===== config.mk =====
export PLATFORM = sky130hd
export DESIGN_NAME = yarp_branch_unit
export DESIGN_NICKNAME = d
export VERILOG_FILES = /design/src/rtl/yarp_pkg.sv /design/src/rtl/yarp_bht.sv /design/src/rtl/yarp_branch_unit.sv
export SDC_FILE = /design/constraint.sdc
export NUM_CORES = 1
export LEC_CHECK = 0
export BUFFER_PORTS_ARGS = -buffer_cell sky130_fd_sc_hd__buf_2
export CAP_MARGIN = 20
export CORE_ASPECT_RATIO = 0.6
export CORE_MARGIN = 3
export CORE_UTILIZATION = 35
export CTS_CLUSTER_SIZE = 16
export DETAILED_ROUTE_END_ITERATION = 8
export MAX_ROUTING_LAYER = met4
export PLACE_DENSITY = 0.58
export SLEW_MARGIN = 20
export SYNTH_ARGS = -nofsm -noshare
export SYNTH_HDL_FRONTEND = slang
export SYNTH_SLANG_ARGS = --single-unit

===== constraint.sdc =====
create_clock -name clk -period 5.5 [get_ports clk]
set_input_delay 1.1 -clock clk [delete_from_list [all_inputs] [get_ports clk]]
set_output_delay 1.1 -clock clk [all_outputs]
set_load 0.03 [all_outputs]

===== src/rtl/yarp_pkg.sv =====
// Shared definitions for the YARP branch resolution unit: branch funct3 encodings,
// BHT counter reset value and BHT index extraction.
package yarp_pkg;

    typedef enum logic [2:0] {
        BR_BEQ  = 3'b000,
        BR_BNE  = 3'b001,
        BR_BLT  = 3'b100,
        BR_BGE  = 3'b101,
        BR_BLTU = 3'b110,
        BR_BGEU = 3'b111
    } br_func3_e;

    // Weakly-not-taken: one below the MSB-set midpoint of the counter range.
    function automatic int unsigned ctr_reset_val(input int unsigned ctr_bits);
        return (32'd1 << (ctr_bits - 32'd1)) - 32'd1;
    endfunction

    function automatic int unsigned bht_idx(input logic [63:0] pc, input int unsigned entries);
        logic [31:0] word;
        word = pc[33:2];
        return word & (entries - 32'd1);
    endfunction

endpackage


===== src/rtl/yarp_bht.sv =====
// Direct-mapped table of saturating prediction counters with a combinational
// read port for fetch and a synchronous update port for execute.
module yarp_bht
    import yarp_pkg::*;
#(
    parameter int BHT_ENTRIES = 16,
    parameter int CTR_BITS    = 2
) (
    input  logic                           clk,
    input  logic                           reset,
    input  logic [$clog2(BHT_ENTRIES)-1:0] rd_idx_i,
    output logic                           rd_pred_o,
    input  logic                           upd_en_i,
    input  logic [$clog2(BHT_ENTRIES)-1:0] upd_idx_i,
    input  logic                           upd_taken_i
);

    localparam logic [CTR_BITS-1:0] CTR_RST = CTR_BITS'(ctr_reset_val(CTR_BITS));
    localparam logic [CTR_BITS-1:0] CTR_MAX = {CTR_BITS{1'b1}};

    logic [CTR_BITS-1:0] ctr_q [BHT_ENTRIES];
    logic [CTR_BITS-1:0] upd_cur;
    logic [CTR_BITS-1:0] ctr_d;

    // Read returns the stored value, so a same-cycle update is seen next cycle.
    assign rd_pred_o = ctr_q[rd_idx_i][CTR_BITS-1];
    assign upd_cur   = ctr_q[upd_idx_i];

    always_comb begin
        ctr_d = upd_cur;
        if (upd_taken_i) begin
            if (upd_cur != CTR_MAX) begin
                ctr_d = upd_cur + CTR_BITS'(1);
            end
        end else begin
            if (upd_cur != '0) begin
                ctr_d = upd_cur - CTR_BITS'(1);
            end
        end
    end

    always_ff @(posedge clk or posedge reset) begin
        if (reset) begin
            for (int i = 0; i < BHT_ENTRIES; i++) begin
                ctr_q[i] <= CTR_RST;
            end
        end else if (upd_en_i) begin
            ctr_q[upd_idx_i] <= ctr_d;
        end
    end

endmodule


===== src/rtl/yarp_branch_unit.sv =====
// Execute-stage branch resolution: compares operands, registers the outcome and
// redirect PC, trains the BHT and keeps saturating branch/mispredict statistics.
module yarp_branch_unit
    import yarp_pkg::*;
#(
    parameter int XLEN        = 32,
    parameter int BHT_ENTRIES = 16,
    parameter int CTR_BITS    = 2,
    parameter int STAT_BITS   = 32
) (
    input  logic                 clk,
    input  logic                 reset,
    input  logic                 ex_valid_i,
    input  logic                 is_b_type_ctl_i,
    input  logic [2:0]           instr_func3_ctl_i,
    input  logic [XLEN-1:0]      opr_a_i,
    input  logic [XLEN-1:0]      opr_b_i,
    input  logic [XLEN-1:0]      ex_pc_i,
    input  logic [XLEN-1:0]      ex_target_i,
    input  logic                 ex_pred_taken_i,
    input  logic                 flush_i,
    input  logic [XLEN-1:0]      fe_pc_i,
    output logic                 fe_pred_taken_o,
    output logic                 res_valid_o,
    output logic                 branch_taken_o,
    output logic                 mispredict_o,
    output logic [XLEN-1:0]      redirect_pc_o,
    output logic [STAT_BITS-1:0] branch_cnt_o,
    output logic [STAT_BITS-1:0] mispred_cnt_o
);

    localparam int IDX_W = $clog2(BHT_ENTRIES);

    logic             is_eq;
    logic             lt_s;
    logic             lt_u;
    logic             taken;
    logic             legal;
    logic             resolve;
    logic             mispred;
    logic [XLEN-1:0]  redirect_pc;
    logic [IDX_W-1:0] fe_idx;
    logic [IDX_W-1:0] ex_idx;

    logic                 res_valid_q;
    logic                 taken_q;
    logic                 mispred_q;
    logic [XLEN-1:0]      redirect_q;
    logic [STAT_BITS-1:0] branch_cnt_q, branch_cnt_d;
    logic [STAT_BITS-1:0] mispred_cnt_q, mispred_cnt_d;

    assign is_eq = (opr_a_i == opr_b_i);
    assign lt_s  = ($signed(opr_a_i) < $signed(opr_b_i));
    assign lt_u  = (opr_a_i < opr_b_i);

    always_comb begin
        taken = 1'b0;
        legal = 1'b1;
        case (instr_func3_ctl_i)
            BR_BEQ:  taken = is_eq;
            BR_BNE:  taken = ~is_eq;
            BR_BLT:  taken = lt_s;
            BR_BGE:  taken = ~lt_s;
            BR_BLTU: taken = lt_u;
            BR_BGEU: taken = ~lt_u;
            default: legal = 1'b0;
        endcase
    end

    assign resolve     = ex_valid_i & is_b_type_ctl_i & legal & ~flush_i;
    assign mispred     = taken ^ ex_pred_taken_i;
    assign redirect_pc = taken ? ex_target_i : (ex_pc_i + XLEN'(4));

    assign fe_idx = IDX_W'(bht_idx(64'(fe_pc_i), BHT_ENTRIES));
    assign ex_idx = IDX_W'(bht_idx(64'(ex_pc_i), BHT_ENTRIES));

    yarp_bht #(
        .BHT_ENTRIES (BHT_ENTRIES),
        .CTR_BITS    (CTR_BITS)
    ) u_bht (
        .clk         (clk),
        .reset       (reset),
        .rd_idx_i    (fe_idx),
        .rd_pred_o   (fe_pred_taken_o),
        .upd_en_i    (resolve),
        .upd_idx_i   (ex_idx),
        .upd_taken_i (taken)
    );

    // Statistics stick at all-ones rather than wrapping.
    always_comb begin
        branch_cnt_d  = branch_cnt_q;
        mispred_cnt_d = mispred_cnt_q;
        if (resolve && (branch_cnt_q != '1)) begin
            branch_cnt_d = branch_cnt_q + STAT_BITS'(1);
        end
        if (resolve && mispred && (mispred_cnt_q != '1)) begin
            mispred_cnt_d = mispred_cnt_q + STAT_BITS'(1);
        end
    end

    always_ff @(posedge clk or posedge reset) begin
        if (reset) begin
            res_valid_q   <= 1'b0;
            taken_q       <= 1'b0;
            mispred_q     <= 1'b0;
            redirect_q    <= '0;
            branch_cnt_q  <= '0;
            mispred_cnt_q <= '0;
        end else begin
            res_valid_q   <= resolve;
            mispred_q     <= resolve & mispred;
            branch_cnt_q  <= branch_cnt_d;
            mispred_cnt_q <= mispred_cnt_d;
            if (resolve) begin
                taken_q    <= taken;
                redirect_q <= redirect_pc;
            end
        end
    end

    assign res_valid_o    = res_valid_q;
    assign branch_taken_o = taken_q;
    assign mispredict_o   = mispred_q;
    assign redirect_pc_o  = redirect_q;
    assign branch_cnt_o   = branch_cnt_q;
    assign mispred_cnt_o  = mispred_cnt_q;

endmodule

# Yosys cells after proc, flatten, opt, wreduce, memory -nomap -nowiden
# Cells that the tools add are included.
# word_totals
regBits	131
inputBits	169
out_inout_bits	100
wordCells	74
# classes
addsub	5
n_lt_le_gt_ge	5
n_eq_ne	9
muxes	15
n_bitwise	11
n_reduce_logical	7
# op_table
op	n
$add 32x1->32 const B	2
$lt 32x32->1	2
$ne 32x32->1 const B	2
$add 32x3->32 const B	1
$bwmux 32	1
$eq 32x32->1	1
$mux 32	1
$bmux 2 s4	2
$mux 2	8
$eq 3x3->1 const B	4
$ge 5x5->1 const B	2
$not 4->5	2
$demux 2 s4	1
$pmux 1 s6	1
$reduce_or 6->1	1
$lt 5x1->1 const B	1
$and 1x1->1	4
$logic_and 1x1->1	4
$not 1->1	4
$eq 3x1->1 const B	1
$logic_not 3->1	1
$add 2x1->2 const B	1
$ne 2x2->1 const B	1
$reduce_bool 2->1	1
3 further kinds	3

# Depth between registers and ports, before layout
# Gate-level depths: netlist of the first run.
# depth
ltp_word	8
mapped_depth	12
mapped_depth_nobuf	11

# Hierarchy
# From an unflattened synthesis of the first run, not the netlist that was laid out.
# unflattened
cells_unflattened	808
area_unflattened_um2	7895.1
# modules_own_cells
module	n_inst	cells_each	area_per_inst_um2	seq_area_each_um2
yarp_branch_unit	1	648	6125.9	2477.4
yarp_bht	1	160	1769.2	820.8

# Worst setup path before layout of the first run
# Ideal clock, no wire load.
# synth_timing
path_kind	in2reg
from	input port opr_b_i[30]
to	register mispred_cnt_q[28], in the netlist mispred_cnt_o[28]
setup_ns	0.134
t_arrival_ns	3.637
t_required_ns	5.366
slack_ns	1.729
cell_stages	11
n_path_buf	0
cell_sequence	inv_1 > ha_1 > a21oi_1 > nand2_1 > a221oi_1 > o21a_1 > or4b_2 > o211ai_4 > xnor2_2 > or4_1 > xnor2_1
# synth_via
elab_chain_len	6
word_cells_on_any_way	10
cone_classes	2 x order compare; 1 x eq/ne; 1 x mux; 4 x bitwise; 2 x reduce/logical
# synth_lines
element	line	source
start: declaration	yarp_branch_unit.sv:17	input logic [XLEN-1:0] opr_b_i,
$lt 32x32->1 (tied with other cells)	yarp_branch_unit.sv:54	assign lt_u = (opr_a_i < opr_b_i);
$not 1->1 (on tied branches)	yarp_branch_unit.sv:65, yarp_branch_unit.sv:61, yarp_branch_unit.sv:63	
$pmux 1 s6 *	yarp_branch_unit.sv:59	case (instr_func3_ctl_i)
$xor 1x1->1 *	yarp_branch_unit.sv:71	assign mispred = taken ^ ex_pred_taken_i;
$logic_and 1x1->1 * (2 in a row)	yarp_branch_unit.sv:97	if (resolve && mispred && (mispred_cnt_q != '1)) begin
end signal: assignment	yarp_branch_unit.sv:114	mispred_cnt_q <= mispred_cnt_d;
end: declaration	yarp_branch_unit.sv:50	logic [STAT_BITS-1:0] mispred_cnt_q, mispred_cnt_d;
# Mark *: on every way between the ends. The rest lies on a longest branch, timed or not.
# A chain may end at the register's enable or synchronous reset.

# Worst setup path after layout of the first run
# layout_timing
from	input port opr_a_i[30]
to	register mispred_cnt_q[28], in the netlist mispred_cnt_o[28]
# layout_via
elab_chain_len	6
word_cells_on_any_way	10
cone_classes	2 x order compare; 1 x eq/ne; 1 x mux; 4 x bitwise; 2 x reduce/logical
# layout_lines
element	line	source
start: declaration	yarp_branch_unit.sv:16	input logic [XLEN-1:0] opr_a_i,
$lt 32x32->1 (tied with other cells)	yarp_branch_unit.sv:54	
$not 1->1 (on tied branches)	yarp_branch_unit.sv:65, yarp_branch_unit.sv:61, yarp_branch_unit.sv:63	
$pmux 1 s6 *	yarp_branch_unit.sv:59	
$xor 1x1->1 *	yarp_branch_unit.sv:71	
$logic_and 1x1->1 * (2 in a row)	yarp_branch_unit.sv:97	
# Marks and branches as above.

==> results of run 1 <==
[layout by cell type, fill, tap and decap left out, types with 2 or more instances in the layout]
| cell type | n |
|---|---|
| a21oi_1 | 31 |
| a221oi_1 | 2 |
| and2_1 | 3 |
| and3_1 | 19 |
| and4_1 | 7 |
| buf_2 | 240 |
| buf_4 | 9 |
| bufinv_16 | 4 |
| clkbuf_1 | 2 |
| clkbuf_16 | 17 |
| clkbuf_8 | 4 |
| clkinv_2 | 3 |
| dfrtp_1 | 115 |
| dfstp_2 | 16 |
| ha_1 | 38 |
| inv_1 | 43 |
| maj3_1 | 2 |
| mux2_2 | 34 |
| mux2i_1 | 16 |
| mux4_2 | 15 |
| nand2_1 | 81 |
| nand3_1 | 53 |
| nand4_1 | 30 |
| nand4b_1 | 2 |
| nor2_1 | 45 |
| nor2b_1 | 3 |
| nor3_1 | 17 |
| nor4_1 | 11 |
| o21ai_0 | 36 |
| or2_2 | 2 |
| or4_1 | 4 |
| xnor2_1 | 55 |
| xor2_1 | 38 |
[state kept, by name, summed over array words and instances (netlist names)]
register	cells
mispred_cnt_o	32
u_bht.ctr_q	32
res_valid_o	1
mispredict_o	1
redirect_pc_o	32
branch_taken_o	1
branch_cnt_o	32
[power by group through the flow]
stage,Combinational [mW],Clock [mW],Sequential [mW]
3_3_place_gp,0.646,0,1.16
6_report,0.647,1.23,1.15
3_5_place_dp,0.654,0,1.16
4_1_cts,0.654,1.26,1.15
2_1_floorplan,0.251,0,1.32
5_1_grt,0.712,1.30,1.16
[kinds of logic (layout without fill, tap and decap cells)]
logic type / Yosys count / in the layout / share of synthesized area (%)
mux: 65 / 65 / 11.6
buf+inv: 72 / 326 / 3.61
compound gates: 75 / 75 / 5.50
xor+xnor: 94 / 94 / 11.0
flops: 131 / 131 / 43.5
fa+ha+maj: 40 / 40 / 6.54
simple gates: 280 / 280 / 18.3
[per-layer routing]
layer  vias up  global-route usage (%)  part of all wire [%]
met3        18                    4.60                   5.8
li1       3151                       -                     -
met1      3002                    28.1                    54
met5         -                       -                     0
met4         0                    4.81                   1.2
met2       156                    23.2                    39
[critical path, delay by kind of cell]
kind	cells	cell delay (ns)
AOI/OAI and AO/OA	4	0.85
xor gates and xnor gates	2	0.44
buffers and inverters	1	0.10
adders and majority gates	1	0.32
and+or+nand+nor	3	1.34
[worst min path at each step]
stage / start / end / slack (ns)
floorplan: u_bht.ctr_q[11] / u_bht.ctr_q[11] / 0.49
global placement: redirect_pc_o[24] / redirect_pc_o[24] / 0.46
detailed placement: redirect_pc_o[15] / redirect_pc_o[15] / 0.47
CTS: redirect_pc_o[22] / redirect_pc_o[22] / 0.48
global route: redirect_pc_o[22] / redirect_pc_o[22] / 0.50
finish: redirect_pc_o[22] / redirect_pc_o[22] / 0.47
[layout make-up]
class / instances / area [um2] / area share, %
Clock buffer: 23 / 488 / 5.01
Clock inverter: 9 / 151 / 1.55
Inverter: 45 / 174 / 1.79
Multi-Input combinational cell: 554 / 4010 / 41.2
Sequential cell: 131 / 3300 / 33.9
Tap cell: 279 / 349 / 3.58
Timing Repair Buffer: 249 / 1270 / 13.0
[through the flow]
| step | worst slack (ns) | cell area (um2) |
|---|---|---|
| after floorplan | 0.929 | 7580 |
| after global placement | 1.20 | 9100 |
| after detailed placement | 1.19 | 9100 |
| after CTS | 1.64 | 9740 |
| after global routing | 1.44 | 9740 |
| final | 1.64 | 9740 |
==> impl_metrics.py, run 1 <==
metrics = {
    "run_status": {
        "status": "finished clean",
    },
    "synthesis": {
        "synth_async_sr_flop_share_pct": 100,
        "avgSynthCellArea_um2": 10.0,
        "ys_seq_area_share_pct": 43.5,
        "yosysMostFrequentCell": "dfrtp_1",
        "yosys-top-cells-count": "dfrtp_1 (115), nand2_1 (81), xnor2_1 (55)",
        "ys_seq_elements": 131,
        "synth_top_area_cell": "dfrtp_1",
        "syn_inst": 757,
        "synthFlopType": "dfrtp_1",
        "syn-cell-area_mm2": 0.00758,
        "synth_area_leaders": "dfrtp_1 (38%), xnor2_1 (6.4%), ha_1 (6.3%)",
        "yosys_warnings": 0,
        "synth_top_area_share_pct": 38.0,
        "synth_nets": 964,
        "synth_cell_types": 39,
        "synth-edff-count": 0,
    },
    "global_route": {
        "grt_max_degree": 98,
        "grt_usage_pct": 18.2,
        "antenna_found_initial": 0,
        "overflow": 0,
        "grt_first_pass_wirelength_um": 33100,
        "grt_pass1_vias": 6164,
    },
    "power": {
        "power.internal_mw": 2.10,
        "power.density_mw_per_mm2": 311,
        "combPwrFrac_pct": 21.4,
        "p_seq_share_pct": 37.9,
        "switchingPower_mw": 0.923,
        "switching_share_pct": 30.5,
        "leakagePower_nw": 4.94,
        "clkPwrFrac_pct": 40.7,
        "ir_drop_mv": 0.248,
        "p_total_mw": 3.03,
    },
    "worst_setup_path": {
        "r2r_start": "branch_cnt_o[9]",
        "startpoint": "opr_a_i[30]",
        "worstSetupEndpointType": "flop",
        "cp_data_required_time_ns": 5.80,
        "start_kind": "input pin",
        "cpPeakStageDelay_ns": 0.63,
        "critPathSlowestCell": "or4b_2",
        "cp.arrival_ns": 4.16,
        "r2r_slack_ns": 2.52,
        "cp_max_fo": 13,
        "crit_type": "input pin to flop",
        "ff2ff_path_depth": 9,
        "cp_cell_sequence": "buf_2 > ha_1 > a21oi_1 > nand2_1 > a221oi_1 > o21a_1 > or4b_2 > o211ai_4 > xnor2_2 > or4_1 > xnor2_1",
        "r2r-end": "branch_cnt_o[28]",
        "endpoint": "mispred_cnt_o[28]",
    },
    "timing": {
        "final.setup.tns_ns": 0,
        "fin_skew_ns": 0.00701,
        "rsz0062_at_grt": "no",
        "slew_viol_final": 0,
        "setup_viol": 0,
        "layout_worst_path_cycle_share_pct": 70.1,
        "finalHoldViolCount": 0,
        "whs_ns": 0.472,
        "min_period_ns": 3.86,
        "worst_pin_slew_ns": 0.930,
        "max_freq_mhz": 259,
        "slew_headroom_pct": 38.0,
    },
    "die": {
        "core_mm2": 0.0211,
        "die_w_um": 196,
        "io_pins": 269,
        "start_util_pct": 35.9,
        "rows": 41,
        "die_area_mm2": 0.0235,
        "die_h_um": 120,
    },
    "final_layout": {
        "num_antenna_cells": 0,
        "area_growth_pct": 28.5,
        "stdcell_count": 1290,
        "drive_gt1_share_pct": 34.7,
        "fin_util_pct": 46.1,
        "fillers": 2040,
        "fin_nets": 1205,
    },
    "hold_path": {
        "min_path_type": "flop to flop",
        "holdPathStages": 2,
    },
    "drt": {
        "drt-total-wl_um": 20600,
        "drt_iter0_markers": 369,
        "drt-pass1-iter-count": 5,
        "wire_per_inst_um": 16.0,
        "drc": 0,
        "drtAntennaViolNets": 0,
        "vias": 6327,
        "avgViaCountPerCell": 4.90,
    },
    "clock_tree": {
        "cts_buffer_depth": 2,
        "cts_root_buf": "clkbuf_16",
        "cts_sinks": 131,
        "clock_latency_ns": 0.42,
        "cts_resized": 0,
        "htreeDepth": 4,
        "clkTransAtPathRegs_ns": 0.06,
        "ctsHoldBuffers": 0,
        "tritoncts.num_buffers": 17,
        "cts_tree": "yes",
        "cts_setup_buffers": 0,
    },
    "placed_design": {
        "placed_cells_incl_taps": 1258,
        "io_buffers": 240,
        "place.gp.congestion": 0.798,
        "dpl.hpwl_um": 15700,
    },
    "run": {
        "drv_cap": 0,
    },
}
Note: power is estimated with default switching activity, not from simulation.
==> run 2, diff against run 1 <==
clock period = 3.96 ns   (was 5.5 ns; I/O delays follow)
==> impl_metrics.py, run 2 (synthesis results as in run 1) <==
metrics = {
    "run_status": {
        "status": "finished clean",
    },
    "timing": {
        "slew_headroom_pct": 50.5,
        "setup_viol": 0,
        "finalHoldViolCount": 0,
        "layout_worst_path_cycle_share_pct": 86.9,
        "worst_pin_slew_ns": 0.743,
        "rsz0062_at_grt": "no",
        "min_period_ns": 3.44,
        "fin_skew_ns": 0.0118,
        "max_freq_mhz": 291,
        "slew_viol_final": 0,
        "final.setup.tns_ns": 0,
    },
    "final_layout": {
        "num_antenna_cells": 0,
        "fin_nets": 1210,
        "fillers": 2061,
        "drive_gt1_share_pct": 34.9,
        "area_growth_pct": 28.1,
        "most-common-layout-cells": "buf_2 (240), dfrtp_1 (115), nand2_1 (81), xnor2_1 (55), nand3_1 (53)",
        "final_common_cell": "buf_2",
    },
    "power": {
        "leakagePower_nw": 4.93,
        "power.density_mw_per_mm2": 410,
        "ir_drop_mv": 0.397,
        "p_total_mw": 3.98,
    },
    "drt": {
        "drtAntennaViolNets": 0,
        "drt-total-wl_um": 20400,
        "wire_per_inst_um": 15.7,
        "vias": 6313,
        "drc": 0,
        "drt-pass1-iter-count": 5,
        "avgViaCountPerCell": 4.87,
        "drt_iter0_markers": 317,
    },
    "clock_tree": {
        "cts_setup_buffers": 0,
        "cts_tree": "yes",
        "cts_resized": 0,
        "tritoncts.num_buffers": 17,
        "htreeDepth": 4,
        "clkTransAtPathRegs_ns": 0.06,
        "clock_latency_ns": 0.43,
        "cts_sinks": 131,
        "cts_root_buf": "clkbuf_16",
        "cts_buffer_depth": 2,
        "ctsHoldBuffers": 0,
    },
    "worst_setup_path": {
        "crit_family": "adder cells",
        "cp_num_buf_inv": 2,
        "cp_cell_sequence": "buf_2 > ha_1 > a21oi_1 > nand2_1 > a221oi_1 > o21a_1 > or4b_2 > o211ai_4 > buf_12 > maj3_1 > mux2_2",
        "start_kind": "input pin",
        "cp_max_fo": 27,
        "critPathSlowestCell": "or4b_2",
        "worstSetupEndpointType": "flop",
        "cp.arrival_ns": 3.80,
        "crit_type": "input pin to flop",
        "cp_data_required_time_ns": 4.32,
        "cpPeakStageDelay_ns": 0.63,
    },
    "global_route": {
        "grt_usage_pct": 18.1,
        "grt_max_degree": 132,
        "grt_first_pass_wirelength_um": 33000,
        "overflow": 0,
        "grt_pass1_vias": 6171,
        "antenna_found_initial": 0,
    },
    "run": {
        "drv_cap": 0,
    },
    "placed_design": {
        "dpl.hpwl_um": 15500,
        "place.gp.congestion": 0.796,
        "io_buffers": 240,
    },
    "die": {
        "die_h_um": 120,
        "start_util_pct": 35.9,
        "io_pins": 269,
        "die_w_um": 196,
        "die_area_mm2": 0.0235,
        "rows": 41,
        "core_mm2": 0.0211,
    },
    "hold_path": {
        "min_path_type": "flop to flop",
    },
}
==> run 2: cell types whose count changed in the layout (fill, tap and decap cells not counted), sizes merged <==
cell      change
clkbuf        -1
clkinvlp      +1
bufinv        -3
clkinv        +4
buf           +5
inv           -1
==> run 2: final timing paths <==
| path | start | end | slack, ns | cells past startpoint |
|---|---|---|---|---|
| hold reg to reg | redirect_pc_o[16] | redirect_pc_o[16] | 0.47 | 2 |
| min in group asynchronous | reset | branch_cnt_o[18] | 0.56 | 3 |
| max in group asynchronous | reset | mispred_cnt_o[14] | 2.83 | 3 |
| hold / removal | redirect_pc_o[16] | redirect_pc_o[16] | 0.47 | 2 |
| setup / recovery | opr_a_i[30] | u_bht.ctr_q[25] | 0.52 | 11 |
| setup reg to reg | branch_cnt_o[9] | branch_cnt_o[27] | 1.03 | 10 |
==> run 2: metal layers <==
layer | wire length, um | track usage [%]
met4 | 206 | 4.49
met2 | 8030 | 23.1
met3 | 1340 | 4.63
met1 | 10800 | 28.0
met5 | 0 | -
==> run 2: layout make-up <==
type | count | area [um2] | area share (%)
multi-input combinational | 554 | 4010 | 41.3
inverter | 45 | 173 | 1.78
tap | 279 | 349 | 3.60
timing repair buffer | 254 | 1330 | 13.7
clock inverter | 10 | 85.1 | 0.876
clock buffer | 22 | 464 | 4.78
sequential | 131 | 3300 | 34.0
==> run 2: power breakdown <==
part | switching (mW) | internal [mW] | total [mW]
Sequential | 0.104 | 1.49 | 1.59
Clock | 0.589 | 0.890 | 1.48
Combinational | 0.581 | 0.326 | 0.908
Total | 1.27 | 2.71 | 3.98
==> run 2: worst register-to-register path: cells and delay by family, from the launching register on <==
family | cells | cell delay, ns
AOI/OAI and AO/OA | 1 | 0.49
xor gates and xnor gates | 1 | 0.17
DFF | 1 | 0.43
and+or+nand+nor | 7 | 1.59
buffers and inverters | 1 | 0.19
==> run 2: stage by stage <==
stage / instance area (um2) / instances / util [%] / hold WS, ns / setup WS [ns]
after CTS: 9710 / 1295 / 45.9 / 0.476 / 0.532
after global routing: 9710 / 1295 / 45.9 / 0.501 / 0.327
after floorplan: 7580 / 757 / - / 0.491 / 0.497
final: 9710 / 1295 / 45.9 / 0.471 / 0.519
after global placement: 9160 / 1263 / 43.3 / 0.455 / 0.0923
after detailed placement: 9160 / 1263 / 43.3 / 0.465 / 0.0843
